`src/rtl/serial_rx_param.sv`:
```
// serial_rx_param
//   UART receiver with oversampled majority-vote bit recovery, a
//   configurable frame format, error reporting and a first-word-fall-through
//   output FIFO with a valid/ready handshake.
//
// Optional feature macro: SERIAL_RX_PARITY_EN
//   defined   -> frames carry one parity bit (even, or odd when PARITY_ODD=1);
//                failed frames pulse parity_err and are not pushed.
//   undefined -> no parity bit; parity_err is constant 0.
//
// Ports
//   clk        system clock, rising edge
//   rst        asynchronous active-high reset
//   txd_in     asynchronous serial line, idles high
//   rx_data    FIFO head word, LSB is the first received bit
//   rx_valid   FIFO not empty
//   rx_ready   consumer takes the head word when rx_valid & rx_ready
//   frame_err  1-clk pulse: stop bit sampled low
//   parity_err 1-clk pulse: parity mismatch
//   overrun    1-clk pulse: good frame dropped because the FIFO was full
module serial_rx_param #(
  parameter int CLK_HZ     = 100000000,
  parameter int BAUD       = 115200,
  parameter int OVERSAMPLE = 16,
  parameter int DATA_BITS  = 8,
  parameter int PARITY_ODD = 0,
  parameter int FIFO_DEPTH = 4
) (
  input  logic                 clk,
  input  logic                 rst,
  input  logic                 txd_in,
  output logic [DATA_BITS-1:0] rx_data,
  output logic                 rx_valid,
  input  logic                 rx_ready,
  output logic                 frame_err,
  output logic                 parity_err,
  output logic                 overrun
);

  localparam int SAMPLE_RATE = BAUD * OVERSAMPLE;
  localparam int DIV_ROUND   = (CLK_HZ + SAMPLE_RATE / 2) / SAMPLE_RATE;
  localparam int DIV         = (DIV_ROUND < 1) ? 1 : DIV_ROUND;
  localparam int CW          = (DIV > 1) ? $clog2(DIV) : 1;
  localparam int SW          = $clog2(OVERSAMPLE);
  localparam int BW          = $clog2(DATA_BITS);
  localparam int AW          = $clog2(FIFO_DEPTH);

  localparam logic [CW-1:0] TICK_LAST = CW'(DIV - 1);
  localparam logic [SW-1:0] SAMP_A    = SW'(OVERSAMPLE / 2 - 1);
  localparam logic [SW-1:0] SAMP_B    = SW'(OVERSAMPLE / 2);
  localparam logic [SW-1:0] SAMP_C    = SW'(OVERSAMPLE / 2 + 1);
  localparam logic [SW-1:0] SAMP_LAST = SW'(OVERSAMPLE - 1);
  localparam logic [BW-1:0] BIT_LAST  = BW'(DATA_BITS - 1);

  // Reject configurations the bit-recovery and FIFO logic cannot handle.
  if ((OVERSAMPLE % 2) != 0 || OVERSAMPLE < 8 || OVERSAMPLE > 32 ||
      DATA_BITS < 5 || DATA_BITS > 9 || PARITY_ODD < 0 || PARITY_ODD > 1 ||
      FIFO_DEPTH < 2 || (FIFO_DEPTH & (FIFO_DEPTH - 1)) != 0) begin : g_bad_params
    $error("serial_rx_param: illegal parameter combination");
  end

  typedef enum logic [2:0] {
    IDLE,
    START,
    DATA,
`ifdef SERIAL_RX_PARITY_EN
    PARITY,
`endif
    STOP,
    WAIT_HIGH
  } state_t;

  state_t               state;
  logic                 sync1, sync2;
  logic                 line;
  logic [CW-1:0]        tick_cnt;
  logic                 tick;
  logic [SW-1:0]        samp_cnt;
  logic                 samp_a, samp_b;
  logic                 maj;
  logic                 decide, bit_end;
  logic                 enter_start;
  logic [BW-1:0]        bit_cnt;
  logic [DATA_BITS-1:0] shreg;
  logic                 push, pop;
  logic                 full, empty;
  logic [AW:0]          wptr, rptr;
  logic [DATA_BITS-1:0] mem [FIFO_DEPTH];
`ifdef SERIAL_RX_PARITY_EN
  logic                 par_bad;
  logic                 exp_par;
`endif

  // Two-flop synchroniser; resets to the idle (high) line level so that
  // reset release never looks like a start edge.
  always_ff @(posedge clk or posedge rst) begin
    if (rst) begin
      sync1 <= 1'b1;
      sync2 <= 1'b1;
    end else begin
      sync1 <= txd_in;
      sync2 <= sync1;
    end
  end

  assign line        = sync2;
  assign enter_start = (state == IDLE) && !line;
  assign tick        = (tick_cnt == TICK_LAST);

  // Sample-tick divider, re-phased at every start edge.
  always_ff @(posedge clk or posedge rst) begin
    if (rst) begin
      tick_cnt <= '0;
    end else if (enter_start || tick) begin
      tick_cnt <= '0;
    end else begin
      tick_cnt <= tick_cnt + 1'b1;
    end
  end

  // Position within the current bit, in sample ticks.
  always_ff @(posedge clk or posedge rst) begin
    if (rst) begin
      samp_cnt <= '0;
    end else if (enter_start) begin
      samp_cnt <= '0;
    end else if (tick) begin
      samp_cnt <= (samp_cnt == SAMP_LAST) ? '0 : samp_cnt + 1'b1;
    end
  end

  // First two of the three mid-bit votes; the third is the live line value
  // at the decision tick.
  always_ff @(posedge clk or posedge rst) begin
    if (rst) begin
      samp_a <= 1'b1;
      samp_b <= 1'b1;
    end else if (tick) begin
      if (samp_cnt == SAMP_A) samp_a <= line;
      if (samp_cnt == SAMP_B) samp_b <= line;
    end
  end

  assign maj     = (samp_a & samp_b) | (samp_a & line) | (samp_b & line);
  assign decide  = tick && (samp_cnt == SAMP_C);
  assign bit_end = tick && (samp_cnt == SAMP_LAST);

`ifdef SERIAL_RX_PARITY_EN
  assign exp_par = (PARITY_ODD != 0) ? ~^shreg : ^shreg;
  assign push    = (state == STOP) && decide && maj && !par_bad;
`else
  assign push    = (state == STOP) && decide && maj;
  assign parity_err = 1'b0;
`endif

  // Frame FSM. The stop bit is acted on at its decision tick so the receiver
  // is back in IDLE before the next start edge can arrive.
  always_ff @(posedge clk or posedge rst) begin
    if (rst) begin
      state     <= IDLE;
      bit_cnt   <= '0;
      shreg     <= '0;
      frame_err <= 1'b0;
`ifdef SERIAL_RX_PARITY_EN
      parity_err <= 1'b0;
      par_bad    <= 1'b0;
`endif
    end else begin
      frame_err <= 1'b0;
`ifdef SERIAL_RX_PARITY_EN
      parity_err <= 1'b0;
`endif
      case (state)
        IDLE: begin
          if (!line) begin
            state <= START;
`ifdef SERIAL_RX_PARITY_EN
            par_bad <= 1'b0;
`endif
          end
        end
        START: begin
          if (decide && maj) begin
            state <= IDLE;
          end else if (bit_end) begin
            state   <= DATA;
            bit_cnt <= '0;
          end
        end
        DATA: begin
          if (decide) shreg <= {maj, shreg[DATA_BITS-1:1]};
          if (bit_end) begin
            if (bit_cnt == BIT_LAST) begin
`ifdef SERIAL_RX_PARITY_EN
              state <= PARITY;
`else
              state <= STOP;
`endif
            end else begin
              bit_cnt <= bit_cnt + 1'b1;
            end
          end
        end
`ifdef SERIAL_RX_PARITY_EN
        PARITY: begin
          if (decide) par_bad <= (maj != exp_par);
          if (bit_end) state <= STOP;
        end
`endif
        STOP: begin
          if (decide) begin
            if (!maj) begin
              frame_err <= 1'b1;
              state     <= WAIT_HIGH;
            end else begin
`ifdef SERIAL_RX_PARITY_EN
              if (par_bad) parity_err <= 1'b1;
`endif
              state <= IDLE;
            end
          end
        end
        WAIT_HIGH: begin
          if (line) state <= IDLE;
        end
        default: state <= IDLE;
      endcase
    end
  end

  // FIFO status: the extra pointer bit distinguishes full from empty.
  assign empty    = (wptr == rptr);
  assign full     = (wptr[AW] != rptr[AW]) && (wptr[AW-1:0] == rptr[AW-1:0]);
  assign rx_valid = !empty;
  assign pop      = rx_valid && rx_ready;
  assign rx_data  = mem[rptr[AW-1:0]];

  // Output FIFO. A simultaneous pop frees the slot a full-FIFO push needs,
  // so only a push without a pop is dropped as an overrun.
  always_ff @(posedge clk or posedge rst) begin
    if (rst) begin
      wptr    <= '0;
      rptr    <= '0;
      overrun <= 1'b0;
      for (int i = 0; i < FIFO_DEPTH; i++) mem[i] <= '0;
    end else begin
      overrun <= 1'b0;
      if (pop) rptr <= rptr + 1'b1;
      if (push) begin
        if (!full || pop) begin
          mem[wptr[AW-1:0]] <= shreg;
          wptr              <= wptr + 1'b1;
        end else begin
          overrun <= 1'b1;
        end
      end
    end
  end

endmodule

```
`config.mk`:
```
export PLATFORM = sky130hd
export DESIGN_NAME = serial_rx_param
export DESIGN_NICKNAME = d
export VERILOG_FILES = /design/src/rtl/serial_rx_param.sv
export SDC_FILE = /design/constraint.sdc
export NUM_CORES = 1
export LEC_CHECK = 0
export BUFFER_PORTS_ARGS = -buffer_cell sky130_fd_sc_hd__clkbuf_2
export CAP_MARGIN = 40
export CORE_ASPECT_RATIO = 0.5
export CORE_MARGIN = 2
export CORE_UTILIZATION = 35
export CTS_CLUSTER_DIAMETER = 100
export DETAILED_ROUTE_END_ITERATION = 10
export GPL_TIMING_DRIVEN = 1
export PLACE_DENSITY = 0.46
export SYNTH_ARGS = -nofsm -noshare
export SYNTH_HDL_FRONTEND = slang
export SYNTH_SLANG_ARGS = --single-unit
```
`constraint.sdc`:
```
create_clock -name clk -period 2.9 [get_ports clk]
set_input_delay 0.58 -clock clk [delete_from_list [all_inputs] [get_ports clk]]
set_output_delay 0.58 -clock clk [all_outputs]
set_load 0.1 [all_outputs]
```
## Word level (Yosys, flattened, before mapping)

Index checks and enable logic that the tools add are counted.

| word-level totals | value |
|---|---|
| input port bits | 4 |
| output and inout port bits | 12 |
| word-level logic and storage cells | 106 |
| register bits | 68 |

| operators by class | value |
|---|---|
| equal/unequal tests | 22 |
| magnitude comparators | 3 |
| add/subtract/negate cells | 5 |
| multiplexer cells | 29 |
| reduce and logical (&&, ||, !) cells | 23 |
| bitwise operators | 7 |

Operators by type and width:

| kind | number |
|---|---|
| 3-bit 2-to-1 mux | 12 |
| 32-bit bitwise mux | 1 |
| 8-bit 2-to-1 mux | 3 |
| 8-bit binary-select mux with 2-bit select | 1 |
| 8-bit demux with 2-bit select | 1 |
| 2-bit inequality test, second input constant | 8 |
| 3-bit case mux with 5 select lines | 1 |
| 4-bit == test, second input constant | 3 |
| 4-bit 2-to-1 mux | 3 |
| 3-bit by 1-bit adder with 3-bit output, second input constant | 3 |
| 1-bit logical AND | 9 |
| 2-bit AND reduction | 4 |
| 6-bit by 1-bit adder with 6-bit output, second input constant | 1 |
| 3-bit by 2-bit == test with 1-bit output, second input constant | 2 |
| 3-bit == test, second input constant | 2 |
| 6-bit == test, second input constant | 1 |
| 3-bit greater-or-equal comparator, second input constant | 2 |
| 6-bit 2-to-1 mux | 1 |
| 2-bit inverter with 3-bit output | 2 |
| 3-bit case mux with 2 select lines | 1 |
| 6-bit AND reduction | 1 |
| 1-bit 2-to-1 mux | 5 |
| 5-bit AND reduction | 1 |
| 4-bit by 1-bit adder with 4-bit output, second input constant | 1 |
| 13 further kinds | 20 |

## Longest topological paths before layout

| logic depth | value |
|---|---|
| word-level depth | 6 |
| mapped depth | 7 |
| depth with buffers taken out | 6 |

## Worst setup path before layout

OpenSTA, ideal clock, no wires.

| timing path | value |
|---|---|
| kind | register to output |
| start | reg rptr[0] |
| end | out rx_data[0] |
| buffers on the path | 1 |
| required time | 2.320 ns |
| path slack | 0.832 ns |
| arrival time | 1.488 ns |
| stages on the path, launching flop included | 3 |
| cells stage by stage | dfrtp_1 -> buf_6 -> mux4_1 |

| on the way | value |
|---|---|
| word-level cells in the longest chain between the ends | 4 |

Ends and longest elaborated chain:

| element | line | source |
|---|---|---|
| from (decl) | 87 | `logic [AW:0] wptr, rptr;` |
| from (signal assigned) | 248 | `if (pop) rptr <= rptr + 1'b1;` |
| 2-bit inverter with 3-bit output (implied by the code) | 236 | `assign rx_data = mem[rptr[AW-1:0]];` |
| 8-bit binary-select mux with 2-bit select | 236 |  |
| 8-bit 2-to-1 mux (implied by the code) (2 in series) | 236 |  |
| to (decl) | 32 | `output logic [DATA_BITS-1:0] rx_data,` |

Every way passes these cells. The select of a mux whose other input is x is not followed.

## Final worst setup path

Same ends and word-level chain as after synthesis.

==> results.toml <==
[grt]
grt_pass1_wl_mm = 10.91
grt_antenna_before_repair = 0
grt_overflow = 0
grt_pass1_vias = 2056
track_usage_pct = 14.21
grt_max_degree = 28

[setup_path]
worstPathMaxFanout = 7
crit_path_top_delay_cell = "mux4_1"
path_cells = "buf_4 > mux4_1 > clkbuf_2"
required_ns = 2.32
worst-path-buf-inv = 2
cp_top_family = "buffers and inverters"
critPathCaptureType = "primary output"
cp.arrival_ns = 2.08
r2r_setup_slack_ns = 0.49
start_kind = "register"
criticalPathCategory = "reg -> out"
max_stage_delay_ns = 0.57

[logic_synthesis]
synth-simple-area-share_pct = 10.06
yosys-top-cells-area = "dfrtp_1, mux2_4, mux2_2, mux4_1, ha_1"
syn_area_per_cell_um2 = 14.02
synth_xor_xnor_area_share_pct = 3.390
synth_cell_type_count = 44
synth_area_mm2 = 0.003322
synth_top_area_cell = "dfrtp_1"
synthCells = 237
synth-compound-area-share_pct = 2.637
synth_nets = 253
synth_top_family_by_area = "multiplexers"
synthAdderAreaFrac_pct = 4.821
synth_top_area_share_pct = 48.21
yosysSeqAreaShare_pct = 51.37
synthMuxAreaShare_pct = 24.29
yosys_register_bits = 68
synth_warnings = 0

[place]
routabilityCongestion = 0.7989
dp_slack_ns = 0.4682
dp_hpwl_mm = 4.276
port_buffers = 14

[drt]
drt.antenna.violating_nets = 0
routedWlPerCell_um = 16.42
vias = 1905
first_pass_iters = 4
totalWireLength_mm = 6.305
viasPerCell = 4.961
drt_drc_violations_left = 0
drtIter0Drc = 114

[cells_and_area]
final_nets = 274
seq_area_mm2 = 0.001707
antenna_cells = 0
drive_gt1_share_pct = 34.22
nFillCells = 878
multi_input_area_mm2 = 0.001505
area_growth_syn_to_layout_pct = 14.61

[power]
peakVddDrop_uv = 265.3
leakage_nw = 1.841
power_frac_clock_pct = 46.4
p_sw_w = 0.0005703
p_comb_share_pct = 9.6
seq_power_share_pct = 44.1
totalPowerFinal_w = 0.002358
p_int_w = 0.001787
p_per_area_mw_per_mm2 = 619.2
power.share.switching_pct = 24.19

[clocking]
post_cts_buffers = 0
cts_tree = "built"
clockBufferDepth = 2
clock_sinks = 68
htree_levels = 3
insertion_delay_ns = 0.33
ctsResizeCount = 0
clkTransAtPathRegs_ns = 0.06
cts_hold_buf = 0
clock-root-buffer = "clkbuf_16"
cts_buffers = 9

[run]
cap_violations = 0

[timing]
setup_slack_ns = 0.2415
hold_violations = 0
setup_viol = 0
fmax_mhz = 376.2
drv_slew = 0
slew_headroom_pct = 49.77
final.min_clock_period_ns = 2.659
final.setup.tns_ns = 0
min_period_over_period_pct = 91.67
worst_pin_slew_ns = 0.7534
worst_clock_skew_ns = 0.007121
rsz0062_at_grt = "false"

[die]
die_w_um = 141.8
rows = 25
start_util_pct = 35.64
core_area_mm2 = 0.009321
dieArea_mm2 = 0.01033
fp.dieH_um = 72.89
io_pins = 16

[outcome]
status = "completed"

[worst_hold_path]
hp-class = "in -> async"
==> layout by cell type, fill, tap and decap left out, drive strengths merged, types with 2 or more instances in the layout <==
master	Yosys	final
a21oi	7	7
a22o	2	2
and2	2	2
and3	5	5
and4	2	2
and4b	3	3
buf	7	6
clkbuf	3	28
dfrtp	64	64
dfstp	4	4
ha	12	12
inv	8	8
mux2	45	45
mux4	8	8
nand2	6	6
nand3	7	7
nand4b	2	2
nor2	15	15
nor3	5	5
o21ai	2	2
or2	2	2
xnor2	7	7
xor2	5	5
==> layer usage <==
| layer | wire length [µm] | vias to the layer above | track usage [%] |
|---|---|---|---|
| li1 | - | 892 | - |
| met1 | 2962 | 982 | 17.63 |
| met2 | 3018 | 20 | 23.25 |
| met3 | 206 | 11 | 4.659 |
| met4 | 118 | 0 | 6.000 |
| met5 | 0 | - | 0 |
==> worst reg2reg max path: stages (launching register included) <==
cell and delay, ns:
dfrtp_1 0.57, xor2_2 0.23, or4_1 0.63, and3_1 0.47, mux2_4 0.40
==> synth_stat cells <==
cell type and count:
dfrtp_1 64, mux2_4 24, mux2_2 21, nor2_1 15, ha_1 12, inv_1 8
mux4_1 8, a21oi_1 7, xnor2_1 7, nand2_1 6, nand3_1 6, and3_1 5
buf_6 5, nor3_1 5, dfstp_2 4, xor2_1 4, and4b_1 3, clkbuf_1 3
a22o_1 2, nand4b_1 2, o21ai_0 2, or2_2 2, a41oi_1 1, and2_1 1
and2_2 1, and3b_1 1, and4_1 1, and4_2 1, buf_2 1, buf_4 1
conb_1 1, maj3_1 1, nand3_2 1, nand4_1 1, nor2b_1 1, nor3b_1 1
nor4_1 1, nor4b_1 1, o221ai_1 1, o31ai_1 1, or3_1 1, or3b_2 1
or4_1 1, xor2_2 1
==> worst paths after layout <==
path,cells past startpoint,startpoint,end
setup / recovery,3,rptr[0]$_DFFE_PP0P_,rx_data[0]
hold / removal,2,rst,shreg[1]$_DFFE_PP0P_
setup reg to reg,4,rptr[1]$_DFFE_PP0P_,mem[6]$_DFFE_PP0P_
hold reg to reg,0,sync1$_DFF_PP1_,line$_DFF_PP1_
max in group asynchronous,3,rst,sync1$_DFF_PP1_
min in group clk,1,txd_in,sync1$_DFF_PP1_
==> cell type report <==
type	instances	area share, %
clock buffers	14	6.934
clock inverters	2	0.9201
inverters	8	0.7887
multi-input cells	151	39.53
flip-flops and latches	68	44.82
well taps	121	3.976
repair buffers	20	3.023
==> logic make-up (layout without fill, tap and decap cells) <==
logic type,after synthesis,count (layout)
other cells,1,1
mux,53,53
flops,68,68
buf+inv,18,44
simple gates,58,58
fa+ha+maj,13,13
compound gates,14,14
xor+xnor,12,12
==> state kept, by name (all words and copies together), names as in the netlist, 3 cells and up <==
name      count
state         3
bit_cnt       3
tick_cnt      6
mem          32
samp_cnt      4
wptr          3
shreg         8
rptr          3
==> power by group through the flow <==
stage	Combinational (W)	Sequential, W	Clock, W
after floorplan	0.000241	0.00101	0
after global placement	0.000229	0.00106	0
after detailed placement	0.000232	0.00106	0
after CTS	0.000232	0.00104	0.00113
after global routing	0.000249	0.00104	0.00117
final	0.000226	0.00104	0.00109
==> per-stage QoR <==
stage	hold WS [ns]	util [%]	std cells	instance area, µm²
after floorplan	0.3452	-	237	3322
after global placement	0.3464	37.64	368	3508
after detailed placement	0.3489	37.64	368	3508
after CTS	0.3248	40.85	384	3807
after global routing	0.3252	40.85	384	3807
final	0.3021	40.85	384	3807
Power figures use the tool's default switching activity.
